==> src/rtl/writeback_arbiter.sv <==
// Round-robin arbiter that merges RequesterCount writeback sources onto one register-file write port.
// Optional build macro WRITEBACK_ARBITER_X0_FILTER_EN: x0 writes are absorbed without using the port.
package writeback_arbiter_pkg;
  typedef struct packed {
    logic        enable;
    logic [4:0]  address;
    logic [31:0] data;
  } register_file_write_t;
endpackage

module writeback_arbiter
  import writeback_arbiter_pkg::*;
#(
  parameter int RequesterCount = 3
) (
  input  logic                                   clk_i,
  input  logic                                   rst_i,
  input  logic [RequesterCount-1:0]              req_valid_i,
  output logic [RequesterCount-1:0]              req_ready_o,
  input  logic [RequesterCount-1:0][4:0]         req_address_i,
  input  logic [RequesterCount-1:0][31:0]        req_data_i,
  input  logic                                   stall_i,
  output register_file_write_t                   write_o,
  output logic [$clog2(RequesterCount)-1:0]      grant_index_o
);
  localparam int IdxW = $clog2(RequesterCount);

  logic [RequesterCount-1:0] arb_req;
  logic [RequesterCount-1:0] bypass_ready;
  logic [IdxW-1:0]           rr_ptr_reg, rr_ptr_next;
  logic [IdxW-1:0]           winner;
  logic                      win_found;
  logic                      accept;
  logic [IdxW:0]             scan_idx;
  register_file_write_t      write_reg, write_next;
  logic [IdxW-1:0]           grant_reg, grant_next;

  genvar gi;
  generate
    for (gi = 0; gi < RequesterCount; gi++) begin : g_src
`ifdef WRITEBACK_ARBITER_X0_FILTER_EN
      // x0 writes are acknowledged on the spot and never reach the port
      assign arb_req[gi]      = req_valid_i[gi] && (req_address_i[gi] != 5'd0);
      assign bypass_ready[gi] = req_valid_i[gi] && (req_address_i[gi] == 5'd0);
`else
      assign arb_req[gi]      = req_valid_i[gi];
      assign bypass_ready[gi] = 1'b0;
`endif
      assign req_ready_o[gi] = !stall_i && !rst_i &&
                               (bypass_ready[gi] || (win_found && (winner == IdxW'(gi))));
    end
  endgenerate

  // Scan from the highest offset down so the lowest offset from rr_ptr wins.
  always_comb begin
    win_found = 1'b0;
    winner    = '0;
    scan_idx  = '0;
    for (int k = RequesterCount - 1; k >= 0; k--) begin
      scan_idx = {1'b0, rr_ptr_reg} + (IdxW+1)'(k);
      if (scan_idx >= (IdxW+1)'(RequesterCount)) begin
        scan_idx = scan_idx - (IdxW+1)'(RequesterCount);
      end
      if (arb_req[scan_idx[IdxW-1:0]]) begin
        win_found = 1'b1;
        winner    = scan_idx[IdxW-1:0];
      end
    end
  end

  assign accept = win_found && !stall_i;

  always_comb begin
    write_next  = '0;
    grant_next  = '0;
    rr_ptr_next = rr_ptr_reg;
    if (accept) begin
      write_next.enable  = 1'b1;
      write_next.address = req_address_i[winner];
      write_next.data    = req_data_i[winner];
      grant_next         = winner;
      rr_ptr_next        = (winner == IdxW'(RequesterCount - 1)) ? '0 : winner + 1'b1;
    end
  end

  always_ff @(posedge clk_i) begin
    if (rst_i) begin
      rr_ptr_reg <= '0;
      write_reg  <= '0;
      grant_reg  <= '0;
    end else begin
      rr_ptr_reg <= rr_ptr_next;
      write_reg  <= write_next;
      grant_reg  <= grant_next;
    end
  end

  assign write_o       = write_reg;
  assign grant_index_o = grant_reg;

endmodule

==> config.mk <==
export PLATFORM = sky130hd
export DESIGN_NAME = writeback_arbiter
export DESIGN_NICKNAME = d
export VERILOG_FILES = /design/src/rtl/writeback_arbiter.sv
export SDC_FILE = /design/constraint.sdc
export NUM_CORES = 1
export LEC_CHECK = 0
export CAP_MARGIN = 20
export CORE_MARGIN = 5
export CORE_UTILIZATION = 30
export CTS_CLUSTER_DIAMETER = 80
export DETAILED_ROUTE_END_ITERATION = 8
export PLACE_DENSITY = 0.69
export SLEW_MARGIN = 20
export SYNTH_ARGS = -nofsm -noshare
export SYNTH_HDL_FRONTEND = slang
export SYNTH_SLANG_ARGS = --single-unit
==> constraint.sdc <==
create_clock -name clk_i -period 3.5 [get_ports clk_i]
set_clock_uncertainty 0.2 [all_clocks]
set_input_delay 0.7 -clock clk_i [delete_from_list [all_inputs] [get_ports clk_i]]
set_output_delay 0.7 -clock clk_i [all_outputs]
set_load 0.03 [all_outputs]
* Yosys cells after proc, flatten, opt, wreduce, memory -nomap -nowiden
Cells that the tools add are included.
Word-level totals: flip-flop bits (word level) 42, output and inout bits 43, bits of input ports 117, word-level logic and storage cells 54
Operators by class: equality and inequality tests 2, reduce and logical (&&, ||, !) cells 12, multiplexer cells 21, add/sub/neg operators 6, magnitude comparators 7, bitwise operators 1
Operators by type and width (count):
- binary-select mux 32 bit (select 2 bit) | 1
- 2-to-1 mux 38 bit | 1
- 2-to-1 mux 32 bit | 1
- 2-to-1 mux 2 bit | 7
- less-than comparator 2 x 3 -> 1 bit (second input constant) | 4
- binary-select mux 5 bit (select 2 bit) | 1
- logical AND 1 bit | 8
- binary-select mux 1 bit (select 2 bit) | 3
- greater-or-equal comparator 3 x 2 -> 1 bit (second input constant) | 2
- 2-to-1 mux 1 bit | 6
- subtractor 2 bit (second input constant) | 3
- 2-to-1 mux 5 bit | 1
- adder 2 x 1 -> 3 bit (second input constant) | 1
- adder 2 x 2 -> 3 bit (second input constant) | 1
- adder 2 x 1 -> 2 bit (second input constant) | 1
- equality test 2 x 1 -> 1 bit (second input constant) | 1
- equality test 2 bit (second input constant) | 1
- greater-or-equal comparator 2 bit (second input constant) | 1
- zero test 1 bit | 2
- zero test 2 bit | 1
- OR reduction 2 bit | 1
- inverter 1 bit | 1

* Longest topological paths before layout
word-level depth 11, mapped depth 10, mapped depth without buffers 7

* Worst setup path before layout
No wires, ideal clock.
path kind in2out, start point input req_valid_i[1], end point output req_ready_o[0], required time 2.600 ns, arrival time 2.324 ns, buffers on the path 2, slack 0.276 ns, cell stages on the path 7, cell sequence buf_2 -> nand2_1 -> a21o_1 -> a41oi_2 -> nand2b_1 -> buf_2 -> nor3b_1
On the way: cells in the longest elaborated chain, start to end 8, elaborated cells between the ends (all ways) 15, those cells by class mux (12); reduce/logical (3)
RTL lines:
- start: declaration | RTL line 18 | input logic [RequesterCount-1:0] req_valid_i,
- binary-select mux 1 bit (select 2 bit) | RTL line 64 | if (arb_req[scan_idx[IdxW-1:0]]) begin
- 2-to-1 mux 1 bit (implied by the code) | RTL line 64
- 2-to-1 mux 2 bit (3 in series) | RTL line 64
- zero test 2 bit | RTL line 50 | (bypass_ready[gi] || (win_found && (winner == IdxW'(gi))));
- logical AND 1 bit (*) | RTL line 50
- logical AND 1 bit (*) | RTL line 49 | assign req_ready_o[gi] = !stall_i && !rst_i &&
- end: declaration | RTL line 19 | output logic [RequesterCount-1:0] req_ready_o,
Every way passes the cells marked *; elsewhere a longest branch is shown, timed or not. The select of a mux whose other input is x is not followed.

* Worst setup path in the final report
start point input req_valid_i[0], end point output req_ready_o[1]
On the way: cells in the longest elaborated chain, start to end 8, elaborated cells between the ends (all ways) 15, those cells by class eq/ne (1); mux (12); reduce/logical (2)
RTL lines (RTL line):
- binary-select mux 1 bit (select 2 bit) | 64
- 2-to-1 mux 1 bit (implied by the code) | 64
- 2-to-1 mux 2 bit (3 in series) | 64
- equality test 2 x 1 -> 1 bit | 50
- logical AND 1 bit (*) | 50
- logical AND 1 bit (*) | 49
Marked as above.

==> results.cfg <==
[final_layout]
drive_gt1_share_pct = 15.75
area.growth.synth_to_final_pct = 71.63
antenna_cells = 0
largest_reg_flops = 38
nNetsFinal = 539
fin_area_sq_um = 4194

[setup_path]
rr_startpoint = rr_ptr_reg[0]$_SDFFE_PP0P_
r2r_end = write_o[17]$_SDFF_PP0_
path_delay_family = compound AO/OA/AOI/OAI gates
worst-endpoint-required_ns = 2.60
path_class = input pin to output port
crit_slowest_cell = clkdlybuf4s50_1
crit_buf_inv = 2
path_depth = 6
crit_path_end_kind = output port
path_max_fanout = 6
worstPathArrival_ns = 2.43
reg2reg_setup_slack_ns = 0.79
path_cells = clkdlybuf4s50_1 -> nor2b_1 -> a2111oi_4 -> o221ai_4 -> a211oi_2 -> buf_4
slowest_delay_ns = 0.50
rr_worst_depth = 8
startpoint_type = input pin

[grt]
gr-usage-all-layers_pct = 18.10
antenna_found_initial = 0
overflow = 0
grt_pass1_wl_mm = 14.66
grt_max_degree = 40
first_global_vias = 2813

[timing]
slew_headroom_pct = 67.78
rsz0062_at_grt = no
setup_viol = 0
finalHoldViolCount = 0
worst_pin_slew_ns = 0.4834
min_period_over_period_pct = 95.12
drv_slew = 0
finalSetupTns_ns = 0
fin_crit_ns = 3.329
fmax_ghz = 0.3004

[routing]
wl_mm = 9.538
via_per_inst = 5.326
drt.antenna.violating_nets = 0
vias = 2791
first_iter_violations = 90
routedWlPerCell_microns = 18.20
drc = 0
dr.pass1.iters = 4

[run]
cap_violations = 0

[synth]
synth_warnings = 0
synth_fp_nets = 394
ys_seq_elements = 42
netlist_instances = 274
async_reset_ff_share_pct = 0
synth_top_cell_by_area = dfxtp_1
yosys-top-cells-area = dfxtp_1 34%, a211oi_2 18%, a31oi_1 9.5%
synth-seq-area-share_pct = 34.41
avgSynthCellArea_sq_um = 8.918
synth_top_area_share_pct = 34.41
netlist_area_sq_um = 2444
synthTopCellsByCount = 42 x dfxtp_1, 42 x nor2_1, 37 x a31oi_1, 36 x a211oi_2, 30 x o21ai_1
synth_edf_count = 0
synth_cell_type_count = 35
synthFlopType = dfxtp_1

[place]
gp_congestion = 0.8227
place_area_sq_um = 4079
placement.io_buffers = 159
hpwlAfterDp_mm = 6.707

[die]
fp-row-count = 33
die_y_microns = 100.3
core_area_sq_um = 8093
die_area_sq_um = 10050
die_w_microns = 100.3
io_pins = 160
start_util_pct = 30.19

[power_and_ir_drop]
ir_drop_mv = 0.4065
cellPowerDensity_nw_per_um2 = 473.3
p_leak_nw = 1.436

[clock_tree]
clockBufferDepth = 2
post_cts_buffers = 0
htree_levels = 2
clock_latency_ns = 0.29
cts_made_buffers = 5
cts.repair.resized = 0
cts_hold_buf = 0
path_clk_slew_ns = 0.08
root_buffer = clkbuf_8
cts_tree = built
clkSinkCount = 42

[outcome]
outcome = finished clean

[min_path]
whs_endpoint = rr_ptr_reg[0]$_SDFFE_PP0P_
hold_start = rr_ptr_reg[0]$_SDFFE_PP0P_
whs_path_depth = 2
hold_class = flip-flop to flip-flop
placed cells by master (no fill, tap or decap), types with 2 or more instances in the layout:
| master | synthesis | routed |
|---|---|---|
| ha_1 | 3 | 2 |
| buf_4 | 6 | 14 |
| a31oi_1 | 37 | 37 |
| nand2_1 | 5 | 5 |
| nor2_1 | 42 | 42 |
| a211oi_1 | 3 | 3 |
| a32o_1 | 2 | 2 |
| clkdlybuf4s50_1 | 0 | 156 |
| dfxtp_1 | 42 | 42 |
| a211oi_2 | 36 | 36 |
| nand2b_1 | 4 | 3 |
| mux2i_1 | 2 | 2 |
| inv_1 | 4 | 4 |
| nor2b_1 | 4 | 4 |
| nand3b_1 | 2 | 2 |
| o21ai_1 | 30 | 30 |
| a21oi_1 | 3 | 3 |
| o21ai_0 | 8 | 8 |
| clkbuf_8 | 0 | 6 |
how the worst max path moves through the flow:
stage	from	endpoint	slack, ns
floorplan	req_valid_i[1]	req_ready_o[0]	0.28
global placement	req_valid_i[0]	req_ready_o[1]	0.24
detailed placement	req_valid_i[0]	req_ready_o[1]	0.19
CTS	rr_ptr_reg[0]$_SDFFE_PP0P_	req_ready_o[0]	0.16
global route	rr_ptr_reg[0]$_SDFFE_PP0P_	req_ready_o[0]	0.09
finish	req_valid_i[0]	req_ready_o[1]	0.17
routing by layer:
metal / vias to the layer above / track usage, % / part of all wire (%) / wire length, microns
li1: 1318 / - / - / -
met1: 1342 / 21.91 / 41 / 3896
met2: 115 / 31.24 / 49 / 4683
met3: 16 / 4.934 / 7.8 / 744
met4: 0 / 5.389 / 2.2 / 214
met5: - / 0 / 0 / 0
layout make-up:
cell class,count,area [sq um]
Clock buffer,6,82.58
Clock inverter,1,30.03
Fill cell,790,3899
Inverter,4,15.01
Multi-Input combinational cell,196,1428
Sequential cell,42,840.8
Tap cell,105,131.4
Timing Repair Buffer,170,1667
cells by family after synthesis:
logic type	Yosys count	share of synthesized area, %
mux	2	0.8193
compound gates	128	42.96
fa+ha+maj	3	1.536
flops	42	34.41
buf+inv	36	8.397
simple gates	63	11.88
tightest hold or removal path, delay by kind of cell, from the launching register on:
family,cells,cell delay (ns)
AO/OA/AOI/OAI,1,0.06
flip-flops,1,0.33
AND/OR/NAND/NOR,1,0.07
per-stage QoR:
step	setup WS [ns]	std cells	utilization [%]	hold WS, ns	power [mW]
floorplan	0.2755	274	-	0.2568	1.241
global placement	0.2351	517	50.40	0.2808	1.583
detailed placement	0.1869	517	50.40	0.2972	1.599
CTS	0.1613	524	51.79	0.3113	2.002
global route	0.08843	524	51.82	0.3628	2.091
finish	0.1707	524	51.82	0.3037	1.985
report_power, final:
group | internal [mW] | switching (mW) | total, mW | leakage [nW]
logic | 0.434 | 0.588 | 1.02 | 1.03
clock network | 0.229 | 0.169 | 0.397 | 0.0573
registers | 0.545 | 0.0202 | 0.565 | 0.344
Power figures use the tool's default switching activity.
